File: src/rtl/multiplicador_sequencial_if.sv
// Operand/result bundle for the sequential multiplier.
// The master drives operands and start; the slave returns product and status.
interface multiplicador_sequencial_if #(
    parameter int N = 8
);
    logic             start;
    logic [N-1:0]     A;
    logic [N-1:0]     B;
    logic [2*N-1:0]   P;
    logic             busy;
    logic             done;

    modport master (
        output start, A, B,
        input  P, busy, done
    );

    modport slave (
        input  start, A, B,
        output P, busy, done
    );
endinterface

File: src/rtl/multiplicador_sequencial.sv
// Unsigned shift-and-add multiplier, one partial product per clock.
// Product register holds the last result until a new one is written.
module multiplicador_sequencial #(
    parameter int N = 8
) (
    input  logic                      clk,
    input  logic                      rst,
    multiplicador_sequencial_if.slave bus
);
    localparam int CW = (N > 1) ? $clog2(N) : 1;

    typedef enum logic [1:0] {
        IDLE,
        RUN,
        DONE
    } state_t;

    state_t           state_q, state_d;
    logic [N-1:0]     m_q, m_d;
    logic [N-1:0]     q_q, q_d;
    logic [N:0]       acc_q, acc_d;
    logic [CW-1:0]    cnt_q, cnt_d;
    logic [2*N-1:0]   p_q, p_d;
    logic             busy_q, busy_d;
    logic             done_q, done_d;

    logic [N:0]       sum;
    logic [2*N:0]     sh;

    always_comb begin
        state_d = state_q;
        m_d     = m_q;
        q_d     = q_q;
        acc_d   = acc_q;
        cnt_d   = cnt_q;
        p_d     = p_q;
        busy_d  = busy_q;
        done_d  = 1'b0;
        sum     = '0;
        sh      = '0;
        unique case (state_q)
            IDLE: begin
                if (bus.start) begin
                    m_d     = bus.A;
                    q_d     = bus.B;
                    acc_d   = '0;
                    cnt_d   = '0;
                    busy_d  = 1'b1;
                    state_d = RUN;
                end
            end
            RUN: begin
                // carry of the add lands in the top bit, then shifts into ACC[N-1]
                sum   = {1'b0, acc_q[N-1:0]} + (q_q[0] ? {1'b0, m_q} : '0);
                sh    = {sum, q_q} >> 1;
                acc_d = sh[2*N:N];
                q_d   = sh[N-1:0];
                cnt_d = cnt_q + 1'b1;
                if (cnt_q == CW'(N - 1)) begin
                    state_d = DONE;
                end
            end
            DONE: begin
                p_d     = {acc_q[N-1:0], q_q};
                done_d  = 1'b1;
                busy_d  = 1'b0;
                state_d = IDLE;
            end
            default: begin
                state_d = IDLE;
            end
        endcase
    end

    always_ff @(posedge clk) begin
        if (rst) begin
            state_q <= IDLE;
            m_q     <= '0;
            q_q     <= '0;
            acc_q   <= '0;
            cnt_q   <= '0;
            p_q     <= '0;
            busy_q  <= 1'b0;
            done_q  <= 1'b0;
        end else begin
            state_q <= state_d;
            m_q     <= m_d;
            q_q     <= q_d;
            acc_q   <= acc_d;
            cnt_q   <= cnt_d;
            p_q     <= p_d;
            busy_q  <= busy_d;
            done_q  <= done_d;
        end
    end

    assign bus.P    = p_q;
    assign bus.busy = busy_q;
    assign bus.done = done_q;
endmodule

File: src/flat_wrapper.sv
// flat-port wrapper written by rule: the top's interface ports become plain ports
module multiplicador_sequencial_flat 
#(
    parameter int N = 8
)
  (clk, rst, bus_start, bus_A, bus_B, bus_P, bus_busy, bus_done);
  multiplicador_sequencial_if #(.N(N)) bus_i ();
  input  logic clk;
  input  logic rst;
  input wire logic [$bits(bus_i.start)-1:0] bus_start;
  input wire logic [$bits(bus_i.A)-1:0] bus_A;
  input wire logic [$bits(bus_i.B)-1:0] bus_B;
  output wire logic [$bits(bus_i.P)-1:0] bus_P;
  output wire logic [$bits(bus_i.busy)-1:0] bus_busy;
  output wire logic [$bits(bus_i.done)-1:0] bus_done;
  assign bus_i.start = bus_start;
  assign bus_i.A = bus_A;
  assign bus_i.B = bus_B;
  assign bus_P = bus_i.P;
  assign bus_busy = bus_i.busy;
  assign bus_done = bus_i.done;
  multiplicador_sequencial #(.N(N)) u_core (.clk(clk), .rst(rst), .bus(bus_i));
endmodule
File: config.mk
export PLATFORM = sky130hd
export DESIGN_NAME = multiplicador_sequencial_flat
export DESIGN_NICKNAME = d
export VERILOG_FILES = /design/src/rtl/multiplicador_sequencial_if.sv /design/src/rtl/multiplicador_sequencial.sv /design/src/flat_wrapper.sv
export SDC_FILE = /design/constraint.sdc
export NUM_CORES = 1
export LEC_CHECK = 0
export CORE_MARGIN = 3
export CORE_UTILIZATION = 46
export CTS_BUF_LIST = sky130_fd_sc_hd__clkbuf_16
export DETAILED_ROUTE_END_ITERATION = 16
export GPL_ROUTABILITY_DRIVEN = 0
export PLACE_DENSITY = 0.79
export SKIP_CTS_REPAIR_TIMING = 1
export SYNTH_ARGS = -nofsm -noshare
export SYNTH_HDL_FRONTEND = slang
export SYNTH_SLANG_ARGS = --single-unit
export TNS_END_PERCENT = 100
File: constraint.sdc
create_clock -name clk -period 2 [get_ports clk]
set_clock_uncertainty 0.15 [all_clocks]
set_input_delay 0.2 -clock clk [delete_from_list [all_inputs] [get_ports clk]]
set_output_delay 0.2 -clock clk [all_outputs]
set_load 0.01 [all_outputs]
==> metrics.md, run 1 <==
| Metric | Value |
|---|---|
| Vias | roughly 1600 |
| H-tree depth | 2 |
| Slowest CP cell | fa_2 |
| Final antenna-violating net count | 0 |
| Power per standard cell area | 757 mW/mm^2 |
| Flop2flop setup slack | around 0.042 ns |
| Initial Utilization | 0.489 |
| Min Tclk post-route | just under 2 ns |
| Cells after Synth | roughly 210 |
| Largest delay share family, worst path | adder cells |
| Crit start category | flip-flop |
| # port buffers | 36 |
| R2R cell count | 8 |
| Slew headroom | 0.609 |
| Fmax | about 510 MHz |
| Row count | 23 |
| Total grt overflow | 0 |
| Crit-path max cell delay | 0.34 ns |
| Residual DRC | 0 |
| Critical path cell sequence | and2_4 > ha_4 > fa_2 > a21o_1 > nand4_1 > nand4b_1 > xor2_1 > a22o_1 |
| Initial antenna violation count | 0 |
| Area growth syn-to-layout | 32.2% |
| Die area | between 0.005 and 0.006 mm^2 |
| Core occupancy in the finished layout | 0.646 |
| Slew Limit Fails | 0 |
| CORE AREA | between 0.004 and 0.005 mm^2 |
| Final Net Count | roughly 290 |
| Leak | between 0.001 and 0.0015 uW |
| First-pass GRT wire length | between 6000 and 7000 um |
| Hold Crit Depth | 2 |
| Clk_lat worst skew | approximately 0.28 ns |
| RSZ-0062 raised after global routing | true |
| Dpl ws | -0.0162 ns |
| CTS Buffer Depth | 2 |
| Die width | between 70 and 80 um |
| Num CTS Buffers | 5 |
| Sequential-to-total area share from yosys stat | 0.468 |
| Peak VDD IR | ~0.00036 V |
| Ant. Diodes | 0 |
| Clk slew on worst S/H paths | ~0.060 ns |
| Status | finished clean |
| Wire per inst | 13.6 um |
| Drt pass-1 iters | 4 |
| DR iter-0 viols | just under 90 |
| Final setup margin | between 0.04 and 0.05 ns |
| Synth Cell Area | 0.00201 mm^2 |
| Die H | slightly above 70 um |
| Final Cell Area | 0.00266 mm^2 |
| Number of library cell types mapped by synthesis | 37 |
| Hold Violations, Final | 0 |
| Measured slew at the worst slew-check pin | 0.587 ns |
| Placement Cell Area | between 0.002 and 0.0025 mm^2 |
| Number of global-route vias before repair | 1545 |
| Average size of a mapped cell | roughly 9.5 um^2 |
| Synth warn | 0 |
| Crit path max fanout | 4 |
| Nature of the critical path endpoint | flip-flop |
| Filler Cell Count | roughly 350 |
| Crit path depth | 8 |
| CP arrival | between 1.5 and 2 ns |
| Crit path buffers/inverters | 0 |
| Post-Route WL | 4180 um |
| CTS tree | yes |
| CP required | a little over 2 ns |
| Worst Hold Class | flip-flop to flip-flop |
| Max_cap viols | 0 |
| Clock sink count | 47 |
| Register bit total from synthesis | 47 |
| Vias per cell | around 5.4 |
| Syn_nets | between 200 and 250 |
| Largest net degree at the start of global routing | 21 |
| Clock root buffer | clkbuf_16 |
| Num ports | 37 |
| Crit share post-route | 0.979 |
| Global Route Usage Sum | 0.167 |
| Final Setup Violations | 0 |
| Post-detail-place hpwl | approximately 3000 um |
| Critical Setup Path Class | flip-flop to flip-flop |
| Ratio of cells with drive above 1 in the final layout | 0.136 |
-- registers in the layout, summed over array words and instances, names as in the netlist --
| name | flops |
|---|---|
| u_core.acc_q | 8 |
| u_core.bus.P | 16 |
| u_core.bus.busy | 1 |
| u_core.bus.done | 1 |
| u_core.cnt_q | 3 |
| u_core.m_q | 8 |
| u_core.q_q | 8 |
| u_core.state_q | 2 |
-- logic make-up (layout without fill, tap and decap cells) --
| family | count (synthesis) | count (layout) | share of synthesized area |
|---|---|---|---|
| simple gates | 78 | 78 | 0.188 |
| compound gates | 59 | 59 | 0.213 |
| flops | 47 | 47 | 0.468 |
| buf+inv | 12 | 58 | 0.0367 |
| fa+ha+maj | 11 | 11 | 0.0722 |
| xor+xnor | 5 | 5 | 0.0218 |
-- tightest hold or removal path: stages (launching register included) --
cell	delay [ns]
dfxtp_1	0.30
nand2_1	0.05
a21oi_1	0.05
-- per-layer routing --
metal | part of all wire | global-route usage
met1 | 0.47 | 0.216
met2 | 0.45 | 0.266
met3 | 0.061 | 0.0471
met4 | 0.0096 | 0.0626
met5 | 0 | 0
-- per-stage QoR --
stage | total power [uW] | hold WS [ns] | setup TNS (ns) | instances
floorplan | 1130 | 0.186 | 0 | 212
detailed placement | 1220 | 0.293 | -0.0162 | 300
finish | 2010 | 0.299 | 0 | 308
global placement | 1210 | 0.290 | 0 | 300
CTS | 2030 | 0.301 | -0.0393 | 308
global route | 2090 | 0.318 | -0.0356 | 308
-- final cells by class --
cell class | instances | area, um^2 | area share
repair buffers | 49 | 470 | 0.177
flip-flops and latches | 47 | 942 | 0.354
clock inverters | 3 | 20.0 | 0.00753
clock buffers | 5 | 125 | 0.0471
multi-input cells | 153 | 1030 | 0.389
inverters | 1 | 3.75 | 0.00141
well taps | 50 | 62.6 | 0.0235
-- synthesized netlist by cell type --
| cell type | count | area, um^2 |
|---|---|---|
| inv_1 | 1 | 3.75 |
| a21oi_1 | 17 | 85.1 |
| buf_2 | 5 | 25.0 |
| nand2_1 | 38 | 143 |
| and2_1 | 9 | 56.3 |
| ha_1 | 10 | 125 |
| a31oi_1 | 1 | 6.26 |
| o21bai_1 | 1 | 7.51 |
| o21ai_1 | 3 | 15.0 |
| buf_4 | 2 | 15.0 |
| nor3_4 | 1 | 16.3 |
| a311oi_1 | 9 | 78.8 |
| nand4_1 | 1 | 6.26 |
| nor3_1 | 1 | 5.00 |
| or2_2 | 1 | 6.26 |
| a211oi_1 | 1 | 7.51 |
| a22o_1 | 20 | 175 |
| nor3b_2 | 1 | 12.5 |
| nand2b_1 | 1 | 6.26 |
| a21oi_2 | 1 | 8.76 |
| nand3_1 | 7 | 35.0 |
| xnor2_1 | 3 | 26.3 |
| buf_6 | 2 | 22.5 |
| o21ai_0 | 2 | 10.0 |
| nor2_2 | 1 | 6.26 |
| dfxtp_1 | 47 | 941 |
| a211oi_2 | 1 | 12.5 |
| or2b_1 | 2 | 15.0 |
| clkbuf_1 | 2 | 7.51 |
| o21a_1 | 1 | 7.51 |
| and2b_1 | 1 | 7.51 |
| xor2_1 | 2 | 17.5 |
| nand4b_1 | 1 | 8.76 |
| nor2_1 | 12 | 45.0 |
| fa_1 | 1 | 20.0 |
| nor2b_2 | 1 | 8.76 |
| a21o_1 | 2 | 15.0 |
-- placed cells by master, fill, tap and decap left out, drive strengths merged, types with 2 or more instances in the layout --
master	netlist	layout
buf	9	13
and2	9	9
dfxtp	47	47
o21ai	5	5
or2b	2	2
a22o	20	20
a21o	2	2
a211oi	2	2
clkdlybuf4s50	0	36
nand3	7	7
ha	10	10
xnor2	3	3
nand2	38	38
nor2	13	13
a311oi	9	9
nor3	2	2
clkinvlp	0	2
a21oi	18	18
xor2	2	2
clkbuf	2	5
-- final timing paths --
kind                                   start                            to
setup / recovery  u_core.q_q[0]$_SDFFE_PP0P_  u_core.acc_q[5]$_SDFFE_PP0P_
hold / removal    u_core.m_q[4]$_SDFFE_PP0P_    u_core.m_q[4]$_SDFFE_PP0P_
hold reg to reg   u_core.m_q[4]$_SDFFE_PP0P_    u_core.m_q[4]$_SDFFE_PP0P_
setup reg to reg  u_core.q_q[0]$_SDFFE_PP0P_  u_core.acc_q[5]$_SDFFE_PP0P_
-- where the power goes --
| group | switching, uW | internal (uW) |
|---|---|---|
| Sequential | 24.7 | 971 |
| Combinational | 107 | 103 |
| Clock | 347 | 460 |
Note: power is estimated with default switching activity, not from simulation.
==> run 2: changes to the inputs <==
CTS_CLUSTER_SIZE = 40   (was not set)
GPL_TIMING_DRIVEN = 1   (was not set)
==> results of run 2 <==
The final DEF is identical to that of run 1; final timing and power are the same.
